--- src/rtl/wb_arbiter_pkg.sv ---
// Shared types and constants for the writeback arbiter.
// Requester indices, FSM states and extension codes.
package wb_arbiter_pkg;

  localparam int REG_ADDR_WIDTH = 5;
  localparam int NREQ = 3;

  localparam int REQ_MEM = 0;
  localparam int REQ_MDU = 1;
  localparam int REQ_EX  = 2;

  localparam logic [3:0] EXT_PASS = 4'd0;
  localparam logic [3:0] EXT_SW   = 4'd1;
  localparam logic [3:0] EXT_ZW   = 4'd2;
  localparam logic [3:0] EXT_SH   = 4'd3;

  typedef enum logic [1:0] {
    RUN,
    DRAIN,
    HALTED
  } wb_state_e;

  typedef struct packed {
    logic                      valid;
    logic [REG_ADDR_WIDTH-1:0] waddr;
    logic [63:0]               wdata;
    logic [3:0]                ext;
  } wb_req_t;

endpackage

--- src/rtl/wb_ext_unit.sv ---
// Result extension for the register-file write data.
// Codes above EXT_SH are accepted but never written.
module wb_ext_unit
  import wb_arbiter_pkg::*;
(
  input  logic [63:0] wdata,
  input  logic [3:0]  ext,
  output logic [63:0] xdata,
  output logic        write_ok
);

  // decode the extension code
  always_comb begin
    xdata    = wdata;
    write_ok = 1'b1;
    unique case (ext)
      EXT_PASS: xdata = wdata;
      EXT_SW:   xdata = {{32{wdata[31]}}, wdata[31:0]};
      EXT_ZW:   xdata = {32'h0, wdata[31:0]};
      EXT_SH:   xdata = {{48{wdata[15]}}, wdata[15:0]};
      default:  write_ok = 1'b0;
    endcase
  end

endmodule

--- src/rtl/wb_arbiter.sv ---
// Register-file write-port arbiter with starvation override
// and an ebreak drain/halt sequencer.
module wb_arbiter
  import wb_arbiter_pkg::*;
#(
  parameter int STARVE_MAX = 4
) (
  input  logic                      clk,
  input  logic                      rst,
  input  logic                      mem_valid,
  input  logic                      mdu_valid,
  input  logic                      ex_valid,
  output logic                      mem_ready,
  output logic                      mdu_ready,
  output logic                      ex_ready,
  input  logic [REG_ADDR_WIDTH-1:0] mem_waddr,
  input  logic [REG_ADDR_WIDTH-1:0] mdu_waddr,
  input  logic [REG_ADDR_WIDTH-1:0] ex_waddr,
  input  logic [63:0]               mem_wdata,
  input  logic [63:0]               mdu_wdata,
  input  logic [63:0]               ex_wdata,
  input  logic [3:0]                mem_ext,
  input  logic [3:0]                mdu_ext,
  input  logic [3:0]                ex_ext,
  output logic                      rf_wen,
  output logic [REG_ADDR_WIDTH-1:0] rf_waddr,
  output logic [63:0]               rf_wdata,
  input  logic                      halt_req,
  output logic                      halt_ack
);

  localparam logic [2:0] SMAX = 3'(STARVE_MAX);

  wb_req_t         req [NREQ];
  wb_req_t         sel;
  wb_state_e       state;
  wb_state_e       state_nx;
  logic [2:0]      cnt [NREQ];
  logic [NREQ-1:0] elig;
  logic [NREQ-1:0] starve;
  logic [NREQ-1:0] grant;
  logic            xfer;
  logic [63:0]     xdata;
  logic            write_ok;

  assign req[REQ_MEM] = '{valid: mem_valid, waddr: mem_waddr,
                          wdata: mem_wdata, ext: mem_ext};
  assign req[REQ_MDU] = '{valid: mdu_valid, waddr: mdu_waddr,
                          wdata: mdu_wdata, ext: mdu_ext};
  assign req[REQ_EX]  = '{valid: ex_valid, waddr: ex_waddr,
                          wdata: ex_wdata, ext: ex_ext};

  // eligibility: ex is held off outside RUN, nobody in HALTED
  always_comb begin
    elig   = '0;
    starve = '0;
    for (int i = 0; i < NREQ; i++) begin
      elig[i] = req[i].valid && !rst && (state != HALTED)
             && !((i == REQ_EX) && (state != RUN));
      starve[i] = elig[i] && (cnt[i] == SMAX);
    end
  end

  // lowest-index starving requester first, else fixed priority
  always_comb begin
    grant = '0;
    if (|starve)
      grant = starve & (~starve + 3'd1);
    else
      grant = elig & (~elig + 3'd1);
  end

  assign mem_ready = grant[REQ_MEM];
  assign mdu_ready = grant[REQ_MDU];
  assign ex_ready  = grant[REQ_EX];
  assign xfer      = |grant;

  // route the granted request
  always_comb begin
    sel = '0;
    unique case (1'b1)
      grant[REQ_MEM]: sel = req[REQ_MEM];
      grant[REQ_MDU]: sel = req[REQ_MDU];
      grant[REQ_EX]:  sel = req[REQ_EX];
      default:        sel = '0;
    endcase
  end

  wb_ext_unit u_ext (
    .wdata    (sel.wdata),
    .ext      (sel.ext),
    .xdata    (xdata),
    .write_ok (write_ok)
  );

  // starvation counters: count denied cycles, saturate
  always_ff @(posedge clk) begin
    for (int i = 0; i < NREQ; i++) begin
      if (rst)
        cnt[i] <= 3'd0;
      else if (req[i].valid && !grant[i])
        cnt[i] <= (cnt[i] == SMAX) ? cnt[i] : cnt[i] + 3'd1;
      else
        cnt[i] <= 3'd0;
    end
  end

  // halt sequencer state register
  always_ff @(posedge clk) begin
    if (rst)
      state <= RUN;
    else
      state <= state_nx;
  end

  // halt sequencer next state
  always_comb begin
    state_nx = state;
    unique case (state)
      RUN:
        if (halt_req)
          state_nx = DRAIN;
      DRAIN:
        if (!mem_valid && !mdu_valid && !xfer)
          state_nx = HALTED;
      HALTED:
        state_nx = HALTED;
      default:
        state_nx = RUN;
    endcase
  end

  // registered write port; x0 and bad codes never write
  always_ff @(posedge clk) begin
    if (rst) begin
      rf_wen   <= 1'b0;
      rf_waddr <= '0;
      rf_wdata <= '0;
    end else if (xfer) begin
      rf_wen   <= write_ok && (sel.waddr != '0);
      rf_waddr <= sel.waddr;
      rf_wdata <= xdata;
    end else begin
      rf_wen   <= 1'b0;
    end
  end

  assign halt_ack = (state == HALTED);

endmodule

--- config.mk ---
export PLATFORM = sky130hd
export DESIGN_NAME = wb_arbiter
export DESIGN_NICKNAME = d
export VERILOG_FILES = /design/src/rtl/wb_arbiter_pkg.sv /design/src/rtl/wb_ext_unit.sv /design/src/rtl/wb_arbiter.sv
export SDC_FILE = /design/constraint.sdc
export NUM_CORES = 1
export LEC_CHECK = 0
export BUFFER_PORTS_ARGS = -buffer_cell sky130_fd_sc_hd__buf_2
export CAP_MARGIN = 20
export CORE_UTILIZATION = 41
export DETAILED_ROUTE_END_ITERATION = 6
export PLACE_DENSITY = 0.83
export SLEW_MARGIN = 20
export SYNTH_ARGS = -nofsm -noshare
export SYNTH_HDL_FRONTEND = slang
export SYNTH_HIERARCHICAL = 1
export SYNTH_SLANG_ARGS = --single-unit
--- constraint.sdc ---
create_clock -name clk -period 3.36 [get_ports clk]
set_input_delay 0.672 -clock clk [delete_from_list [all_inputs] [get_ports clk]]
set_output_delay 0.672 -clock clk [all_outputs]
set_load 0.05 [all_outputs]
==> results of run 1 <==
layout make-up:
type	count	share of cell area
Clock buffer	11	0.0336
Clock inverter	5	0.00762
Inverter	82	0.0433
Multi-Input combinational cell	408	0.404
Sequential cell	81	0.237
Tap cell	172	0.0298
Timing Repair Buffer	324	0.244
cells by family after synthesis:
| group | after synthesis | synth area share |
|---|---|---|
| adders and majority gates | 10 | 0.0229 |
| buffers and inverters | 185 | 0.160 |
| DFF | 81 | 0.314 |
| and+or+nand+nor | 126 | 0.132 |
| AOI/OAI and AO/OA | 266 | 0.361 |
| muxes | 3 | 0.00573 |
| xor gates and xnor gates | 3 | 0.00482 |
routing by layer:
metal  up-vias  GRT usage  share of wire
li1       3068          -              -
met1      3075      0.375           0.41
met2       400      0.433           0.47
met3        35     0.0520          0.095
met4         0      0.106          0.019
met5         -          0              0
worst register-to-register path, stage by stage, from the launching register on:
cell and delay [ps]:
dfxtp_1 340, inv_1 130, ha_1 230, and4bb_2 290
nand3_1 130, and3b_2 290, buf_12 150, a222oi_1 290
inv_1 120, mux2_1 330, and3_1 210, buf_12 170
a21o_1 180, o31ai_1 60, a21oi_1 110
power groups by stage:
stage	registers (mW)	clock network (mW)	logic [mW]
after floorplan	1.54	0	1.05
after global routing	1.18	1.06	2.04
after detailed placement	1.19	0	1.86
final	1.17	0.998	1.89
after global placement	1.18	0	1.85
after CTS	1.17	1.02	1.87
path summary, 6_finish.rpt:
check,slack [ps],end
worst min-delay path,460,rf_wdata[10]
worst min register to register,460,rf_wdata[10]
worst max register to register,180,rf_wdata[58]
worst max-delay path,180,rf_wdata[58]
state kept, by name, indices dropped and copies added (netlist names):
register and count:
cnt 9, rf_waddr 5, rf_wdata 64, rf_wen 1, state 2
per-stage QoR:
stage | TNS (ps) | setup WS, ps | util | std cells
finish | 0 | 178 | 0.566 | 1083
global placement | 0 | 41.0 | 0.539 | 1066
detailed placement | -2290 | -97.4 | 0.539 | 1066
global route | 0 | 30.9 | 0.566 | 1083
floorplan | 0 | 13.6 | - | 674
CTS | 0 | 56.6 | 0.562 | 1082
layout by cell type (no fill, tap or decap), types with 2 or more instances in the layout:
cell	instances
a21o_1	32
a21oi_1	70
a222oi_1	73
and2_1	3
and3_1	3
buf_12	6
buf_2	298
buf_4	19
clkbuf_16	9
clkinv_2	2
clkinvlp_4	2
dfxtp_1	71
edfxtp_1	9
ha_1	9
inv_1	78
inv_2	2
inv_4	2
mux2i_1	2
nand2_1	22
nand3_1	3
nand4_1	71
nor2_1	6
nor3_1	5
nor4_1	2
o21ai_0	18
o31ai_1	64
xnor2_1	3
what timing repair did:
item                                    4_1_cts  5_1_grt
buffers inserted                              0        1
endpoints found under the setup margin        0       34
resized for setup                             0        5
==> out/qor.txt, run 1 <==
CP startpoint - state[1]
die area - 13800 um^2
syn avg cell area - 8.09 um^2
CP top delay family - simple AND/OR/NAND/NOR gates
Clk network pwr share - 0.246
share of cells above drive strength 1 - 0.389
area occupied by multi-input gates - 2920 um^2
WP data arrival - 3380 ps
area leader, netlist - dfxtp_1
Routed Wire Length - 19600 um
Bufs and invs on worst path - 4
Tcrit/Tclk final - 0.947
root buffer cell - clkbuf_16
Mapped Nets - 909
Max Cap Viol - 0
Pre-antenna DRT Iters - 7
CTS Hold Bufs - 0
Data required, critical path - 3560 ps
cell count after synthesis - 674
#FFs+latches synth - 81
Final Setup Violations - 0
critical path peak fanout - 32
top cell type's share of synthesized area - 0.264
Iteration-0 DRC Markers - 896
detailed placer's ending HPWL - 13400 um
Num Clock Sinks - 81
# DRC - 30
minimum clock period - 3180 ps
number of CTS-inserted buffers - 9
Seq pwr share - 0.288
Vias per Instance - 6.07
clock tree buffer depth - 2
Placed Area - 6890 um^2
fill cell count - 1191
IO Port Bufs - 298
Die W - 117 um
per-cell routed wire length - 18.1 um
RSZ-0062 raised after global routing - false
Antenna Cells - 0
GRT Total Usage - 0.277
dominant cells by area after synthesis - dfxtp_1, a222oi_1, o31ai_1
initial antenna violation count - 0
Cell Pwr Density - 562 nW/um^2
antenna-violating nets left - 0
Cell Int Power - 2.33 mW
EDFF count, synth - 9
area delta synth->final - 32.4%
Comb power frac - 0.466
Synth cell types - 43
ys async rst share - 0
Mapped Area - 5460 um^2
critical path depth - 14
Starting Density - 0.427
worst hold-check path type - reg -> reg
post-synthesis sequential area ratio - 0.314
Worst-path clk slew - 60 ps
Pwr Total - 4.06 mW
pin count of the biggest net entering global routing - 73
CP startpoint kind - flop
final hold vios - 0
Clk Latency, worst-skew pair - 340 ps
switching share of power - 0.425
Worst Setup End Kind - flop
routed via count - 6578
design area - 7220 um^2
Core ar. - 12800 um^2
f_max - 0.314 GHz
fin. max-slew vios - 0
worst slew pin tran - 800 ps
vias in the first global route - 6108
violated checks - DRC
first-pass GRT wire length - 31300 um
Sw Pwr - 1.73 mW
Worst path max stage delay - 340 ps
synth cell count leaders - inv_1, a222oi_1, dfxtp_1
register area - 1710 um^2
CP max stage cell - dfxtp_1
critical path class - reg -> reg
Syn. warnings - 6
H-Tree Depth - 3
I/O pin count - 299
GPL Wtd Cong - 0.902
outcome - finished with violations
r2r worst-path depth - 14
most frequent cell after synthesis - inv_1
Fin Hold WS - 464 ps
ys flop type - dfxtp_1
slew margin rel. - 0.467
clk_skew - 7.20 ps
reg2reg start - state[1]
CP cell instances - inv_1, ha_1, and4bb_2, nand3_1, and3b_2, buf_12, a222oi_1, inv_1, mux2_1, and3_1, buf_12, a21o_1, o31ai_1, a21oi_1
Cell Rows - 41
Die Y-Extent - 117 um
Worst VDD drop - 0.315 mV
Nets - 1141
Leakage Power - 4.02 nW
CTS tree - yes
hold depth - 2
grt total ovfl - 0
hold_sp - rf_wdata[10]
(Power assumes the default switching activity.)
==> run 2: changes to the inputs <==
--- a/config.mk
+++ b/config.mk
@@ -5,9 +5,12 @@
 export SDC_FILE = /design/constraint.sdc
 export NUM_CORES = 1
 export LEC_CHECK = 0
+export ABC_AREA = 1
 export BUFFER_PORTS_ARGS = -buffer_cell sky130_fd_sc_hd__buf_2
 export CAP_MARGIN = 20
-export CORE_UTILIZATION = 41
+export CELL_PAD_IN_SITES_DETAIL_PLACEMENT = 1
+export CELL_PAD_IN_SITES_GLOBAL_PLACEMENT = 1
+export CORE_UTILIZATION = 26
 export DETAILED_ROUTE_END_ITERATION = 6
 export PLACE_DENSITY = 0.83
 export SLEW_MARGIN = 20
==> run 2 against run 1 <==
The run now ends clean; routed wire length up 8.2%; first-iteration DRC count down 80%; final area down 2.3%; sequential cell count unchanged; clock skew up 0.94 ps; sequential share of layout area up 0.54 points; hold slack better by 5.7 ps; via count down 2.8%; final cell count up 28%; critical path type is now reg -> out; critical endpoint is now mdu_ready; largest cell class unchanged.
==> out/qor.txt, run 2 <==
pre-CTS WS - 229 ps (was -97.4 ps)
ys flop type - dfxtp_1 (unchanged)
Regs by FF count - rf_wdata x64, cnt x9, rf_waddr x5 (unchanged)
slew margin rel. - 0.518 (was 0.467)
RSZ-0062 raised after global routing - false (unchanged)
Pre-antenna DRT Iters - 4 (was 7)
dominant cells by area after synthesis - dfxtp_1, nand2_1, nor2_1 (was dfxtp_1, a222oi_1, o31ai_1)
routed via count - 6393 (was 6578)
Cell Pwr Density - 619 nW/um^2 (was 562 nW/um^2)
commonest non-fill, non-tap cell in the layout - nand2_1 (was buf_2)
Cell Rows - 51 (was 41)
Core ar. - 19500 um^2 (was 12800 um^2)
final hold vios - 0 (unchanged)
Leakage Power - 3.93 nW (was 4.02 nW)
grt total ovfl - 0 (unchanged)
Die W - 143 um (was 117 um)
post-synthesis sequential area ratio - 0.329 (was 0.314)
vias in the first global route - 6358 (was 6108)
initial antenna violation count - 1 (was 0)
Mapped Nets - 1094 (was 909)
setup ws final - 271 ps (was 178 ps)
ys async rst share - 0 (unchanged)
Seq pwr share - 0.295 (was 0.288)
CTS tree - yes (unchanged)
Placed Area - 6780 um^2 (was 6890 um^2)
I/O pin count - 299 (unchanged)
minimum clock period - 3090 ps (was 3180 ps)
area delta synth->final - 35.7% (was 32.4%)
design area - 7060 um^2 (was 7220 um^2)
Iteration-0 DRC Markers - 178 (was 896)
Cell Int Power - 2.27 mW (was 2.33 mW)
Vias per Instance - 4.62 (was 6.07)
fin. max-slew vios - 0 (unchanged)
first-pass GRT wire length - 32300 um (was 31300 um)
switching share of power - 0.481 (was 0.425)
outcome - complete, no violations (was finished with violations)
#FFs+latches synth - 81 (unchanged)
share of cells above drive strength 1 - 0.310 (was 0.389)
CP startpoint kind - flop (unchanged)
Mapped Area - 5200 um^2 (was 5460 um^2)
Synth cell types - 23 (was 43)
max reg flops - 64 (unchanged)
GRT Total Usage - 0.206 (was 0.277)
Clk network pwr share - 0.210 (was 0.246)
synth cell count leaders - nand2_1, nor2_1, nand3_1 (was inv_1, a222oi_1, dfxtp_1)
antenna-violating nets left - 0 (unchanged)
f_max - 0.324 GHz (was 0.314 GHz)
IO Port Bufs - 298 (unchanged)
top cell type's share of synthesized area - 0.277 (was 0.264)
die area - 20600 um^2 (was 13800 um^2)
Num Clock Sinks - 81 (unchanged)
EDFF count, synth - 9 (unchanged)
Syn. warnings - 6 (unchanged)
worst hold-check path type - reg -> reg (unchanged)
TNS Setup - 0 ps (unchanged)
critical path class - reg -> out (was reg -> reg)
Worst Setup End Kind - output pin (was flop)
area leader, netlist - dfxtp_1 (unchanged)
cell count after synthesis - 859 (was 674)
Routed Wire Length - 21200 um (was 19600 um)
Clk Latency, worst-skew pair - 350 ps (was 340 ps)
Most flops, register - rf_wdata (unchanged)
Die Y-Extent - 143 um (was 117 um)
H-Tree Depth - 3 (unchanged)
Starting Density - 0.266 (was 0.427)
GPL Wtd Cong - 0.824 (was 0.902)
worst slew pin tran - 723 ps (was 800 ps)
clk_skew - 8.14 ps (was 7.20 ps)
Final Setup Violations - 0 (unchanged)
# DRC - 0 (was 30)
per-cell routed wire length - 15.3 um (was 18.1 um)
Worst R2R Setup Slack - 380 ps (was 180 ps)
Comb power frac - 0.495 (was 0.466)
syn avg cell area - 6.06 um^2 (was 8.09 um^2)
Fin Hold WS - 470 ps (was 464 ps)
critical path peak fanout - 16 (was 32)
Max Cap Viol - 0 (unchanged)
Nets - 1349 (was 1141)
most frequent cell after synthesis - nand2_1 (was inv_1)
Final Util - 0.361 (was 0.566)
commonest cells after routing, fill and taps aside - nand2_1, buf_2, nor2_1, nand3_1, dfxtp_1 (was buf_2, inv_1, a222oi_1, nand4_1, dfxtp_1)
clock tree buffer depth - 2 (unchanged)
Worst VDD drop - 0.230 mV (was 0.315 mV)
root buffer cell - clkbuf_16 (unchanged)
number of CTS-inserted buffers - 9 (unchanged)
Tcrit/Tclk final - 0.919 (was 0.947)
Sw Pwr - 2.10 mW (was 1.73 mW)
Worst-path clk slew - 60 ps (about the same)
pin count of the biggest net entering global routing - 67 (was 73)
WP data arrival - 2420 ps (was 3380 ps)
Data required, critical path - 2690 ps (was 3560 ps)
detailed placer's ending HPWL - 16100 um (was 13400 um)
[run 2: cell type report]
cell class	instances	area [um^2]
Fill cell	2674	12500
Multi-Input combinational cell	673	2930
Sequential cell	81	1710
Timing Repair Buffer	315	1680
Tap cell	265	332
Clock buffer	10	229
Inverter	34	133
Clock inverter	5	35.0
Antenna cell	1	2.50
[run 2: metal layers]
layer | vias up | part of all wire | global-route usage
met5 | - | 0 | 0
met4 | 0 | 0.025 | 0.0851
met3 | 37 | 0.058 | 0.0450
met2 | 199 | 0.50 | 0.378
met1 | 2961 | 0.42 | 0.228
li1 | 3196 | - | -
[run 2: cell families after synthesis]
family          share of synthesized area
simple gates                        0.461
buf+inv                             0.111
flops                               0.329
compound gates                     0.0702
fa+ha+maj                          0.0241
xor+xnor                          0.00505
[run 2: stage by stage]
step / std cells / power, mW
2_1_floorplan: 859 / 2.89
3_3_place_gp: 1368 / 3.45
3_5_place_dp: 1368 / 3.48
4_1_cts: 1383 / 4.43
5_1_grt: 1384 / 4.67
6_report: 1384 / 4.37
[run 2: worst paths after layout]
path | from | endpoint | cells past startpoint
max reg2reg | state[0] | rf_wdata[30] | 17
max | state[0] | mdu_ready | 11
min reg2reg | rf_waddr[0] | rf_waddr[0] | 2
min | rf_waddr[0] | rf_waddr[0] | 2
[run 2: critical path, stage by stage, from the launching register on]
cell      delay, ps
dfxtp_1         350
inv_1           100
ha_1            300
inv_1           120
nand3_1          80
nor2_1           80
nand2_1          60
nand2_1         120
nand2_1         160
clkinv_4        180
buf_4           250
clkbuf_4        270
[run 2: power by group through the flow]
stage	Combinational [mW]	Sequential [mW]	Clock, mW
4_1_cts	2.18	1.29	0.955
6_report	2.16	1.29	0.915
5_1_grt	2.35	1.32	0.997
2_1_floorplan	0.929	1.96	0
3_3_place_gp	2.15	1.30	0
3_5_place_dp	2.18	1.31	0
[run 2: what timing repair did]
item                                    CTS  global route
endpoints found under the setup margin    0             2
resized for setup                         0             5
buffers inserted                          0             0
endpoints found under the hold margin     0             0
hold buffers                              0             0
==> run 3: changes to the inputs <==
--- a/config.mk
+++ b/config.mk
@@ -11,6 +11,7 @@
 export CELL_PAD_IN_SITES_DETAIL_PLACEMENT = 1
 export CELL_PAD_IN_SITES_GLOBAL_PLACEMENT = 1
 export CORE_UTILIZATION = 26
+export CTS_CLUSTER_DIAMETER = 150
 export DETAILED_ROUTE_END_ITERATION = 6
 export PLACE_DENSITY = 0.83
 export SLEW_MARGIN = 20
==> constraint.sdc (replaced) <==
create_clock -name clk -period 3.36 [get_ports clk]
set_input_delay 0.168 -clock clk [delete_from_list [all_inputs] [get_ports clk]]
set_output_delay 0.168 -clock clk [all_outputs]
set_load 0.05 [all_outputs]
==> run 3 against run 2 <==
Sequential cell count unchanged; power decreased by 0.23%; count of clock-buffer cells in the layout increased by 3; first-iteration DRC count increased by 34%; hold slack got worse by 380 ps; clock skew about the same; sequential power about the same; fmax increased by 5.5%; via count decreased by 1.0%; combinational power about the same; global-route usage decreased by 0.22 points; final area decreased by 0.71%.
==> out/qor.txt, run 3 (synthesis gave the netlist of run 2 again) <==
outcome - complete, no violations (unchanged)
CP max stage cell - buf_4 (was dfxtp_1)
Worst VDD drop - 0.258 mV (was 0.230 mV)
Core ar. - 19500 um^2 (unchanged)
f_max - 0.342 GHz (was 0.324 GHz)
Iteration-0 DRC Markers - 238 (was 178)
r2r worst-path depth - 17 (unchanged)
root buffer cell - clkbuf_16 (unchanged)
initial antenna violation count - 1 (unchanged)
fill cell count - 2714 (was 2674)
CP cell instances - inv_1, ha_1, inv_1, nand3_1, nor2_1, nand2_1, nand2_1, nand2_1, inv_2, buf_4, nand2_1, nand3_1, nand3_1, buf_4, nand3_1, nor2_1, nor2_1 (was inv_1, ha_1, inv_1, nand3_1, nor2_1, nand2_1, nand2_1, nand2_1, clkinv_4, buf_4, clkbuf_4)
Regs by FF count - rf_wdata x64, cnt x9, rf_waddr x5 (unchanged)
number of setup buffers added after CTS - 0 (unchanged)
critical path peak fanout - 45 (was 16)
Final Util - 0.359 (was 0.361)
GRT Total Usage - 0.204 (was 0.206)
fin. max-slew vios - 0 (unchanged)
Worst path max stage delay - 440 ps (was 350 ps)
Worst Setup End Kind - flop (was output pin)
Die Y-Extent - 143 um (unchanged)
I/O pin count - 299 (unchanged)
final hold vios - 0 (unchanged)
commonest non-fill, non-tap cell in the layout - nand2_1 (unchanged)
metal3 WL - 1240 um (about the same)
Routed Wire Length - 21000 um (was 21200 um)
H-Tree Depth - 3 (unchanged)
Worst-path clk slew - 60 ps (about the same)
register area - 1710 um^2 (unchanged)
routed via count - 6328 (was 6393)
Most flops, register - rf_wdata (unchanged)
Bufs and invs on worst path - 5 (unchanged)
met1 WL - 8640 um (was 8820 um)
hold_sp - rst (was rf_waddr[0])
CTS Hold Bufs - 0 (unchanged)
CTS tree - yes (unchanged)
area delta synth->final - 34.7% (was 35.7%)
per-cell routed wire length - 15.2 um (was 15.3 um)
top layer in use - met4 (unchanged)
number of CTS-inserted buffers - 9 (unchanged)
Num Clock Sinks - 81 (unchanged)
Cell Pwr Density - 622 nW/um^2 (was 619 nW/um^2)
share of cells above drive strength 1 - 0.307 (was 0.310)
reg2reg start - state[0] (unchanged)
area occupied by multi-input gates - 2930 um^2 (unchanged)
clk_skew - 7.82 ps (was 8.14 ps)
Clk Latency, worst-skew pair - 340 ps (was 350 ps)
Hold EP - rf_waddr[3] (was rf_waddr[0])
first-pass GRT wire length - 32100 um (was 32300 um)
max reg flops - 64 (unchanged)
worst slew pin tran - 752 ps (was 723 ps)
Tcrit/Tclk final - 0.871 (was 0.919)
met2 WL - 10600 um (was 10700 um)
design area - 7010 um^2 (was 7060 um^2)
Data required, critical path - 3630 ps (was 2690 ps)
pin count of the biggest net entering global routing - 65 (was 67)
RR Endpoint - rf_wdata[38] (was rf_wdata[30])
Leakage Power - 3.92 nW (was 3.93 nW)
WP data arrival - 3200 ps (was 2420 ps)
Pre-antenna DRT Iters - 4 (unchanged)
worst hold-check path type - in -> reg (was reg -> reg)
GPL Wtd Cong - 0.844 (was 0.824)
die area - 20600 um^2 (unchanged)
CP top delay family - simple AND/OR/NAND/NOR gates (was buffers and inverters)
minimum clock period - 2930 ps (was 3090 ps)
Final Setup Violations - 0 (unchanged)
# DRC - 0 (unchanged)
grt total ovfl - 0 (unchanged)
Nets - 1345 (was 1349)
critical path class - reg -> reg (was reg -> out)
Max Cap Viol - 0 (unchanged)
Placed Area - 6720 um^2 (was 6780 um^2)
CP startpoint kind - flop (unchanged)
TNS Setup - 0 ps (unchanged)
vias in the first global route - 6360 (was 6358)
antenna-violating nets left - 0 (unchanged)
Worst R2R Setup Slack - 430 ps (was 380 ps)
commonest cells after routing, fill and taps aside - nand2_1, buf_2, nor2_1, nand3_1, dfxtp_1 (unchanged)
detailed placer's ending HPWL - 15900 um (was 16100 um)
Starting Density - 0.266 (unchanged)
slew margin rel. - 0.499 (was 0.518)
hold depth - 2 (unchanged)
post-cts resize count - 0 (unchanged)
clock tree buffer depth - 2 (unchanged)
RSZ-0062 raised after global routing - false (unchanged)
IO Port Bufs - 298 (unchanged)
Cell Rows - 51 (unchanged)
Vias per Instance - 4.58 (was 4.62)
Die W - 143 um (unchanged)
run 3: worst reg2reg max path, stage by stage, from the launching register on:
cell	delay, ps
dfxtp_1	350
inv_1	80
ha_1	260
inv_1	110
nand3_1	80
nor2_1	100
nand2_1	60
nand2_1	130
nand2_1	140
inv_2	140
buf_4	440
nand2_1	120
nand3_1	150
nand3_1	90
buf_4	260
nand3_1	150
nor2_1	60
nor2_1	110
run 3: worst max path at each step:
stage / startpoint / end / slack [ps] / cells past startpoint
3_5_place_dp: state[0] / rf_wdata[38] / 350 / 16
2_1_floorplan: state[0] / rf_wdata[35] / 610 / 16
6_report: state[0] / rf_wdata[38] / 430 / 17
4_1_cts: state[0] / rf_wdata[38] / 320 / 16
3_3_place_gp: state[0] / rf_wdata[32] / 470 / 16
5_1_grt: state[0] / rf_wdata[18] / 50 / 18
run 3: layout make-up:
type	count	area share
multi-input combinational	673	0.418
clock buffer	13	0.0373
antenna	1	0.000357
timing repair buffer	311	0.232
inverter	34	0.0182
clock inverter	3	0.00214
sequential	81	0.244
tap	265	0.0473
run 3: layer usage:
| metal | GRT usage | up-vias |
|---|---|---|
| met5 | 0 | - |
| met2 | 0.379 | 198 |
| li1 | - | 3188 |
| met3 | 0.0420 | 23 |
| met4 | 0.0823 | 0 |
| met1 | 0.224 | 2919 |
run 3: per-stage QoR:
stage / hold WS [ps] / total power [mW] / setup slack, ps / std cells
floorplan: 237 / 2.89 / 606 / 859
global placement: 434 / 3.42 / 472 / 1364
detailed placement: 443 / 3.45 / 350 / 1364
CTS: 77.5 / 4.42 / 321 / 1380
global route: 80.6 / 4.64 / 54.9 / 1381
finish: 89.7 / 4.36 / 433 / 1381
run 3: power by group:
| part | total (mW) | leakage [nW] | internal (mW) | switching, mW |
|---|---|---|---|---|
| Combinational | 2.13 | 3.08 | 0.564 | 1.56 |
| Clock | 0.937 | 0.139 | 0.543 | 0.394 |
| Sequential | 1.29 | 0.703 | 1.19 | 0.108 |
| Total | 4.36 | 3.92 | 2.29 | 2.07 |
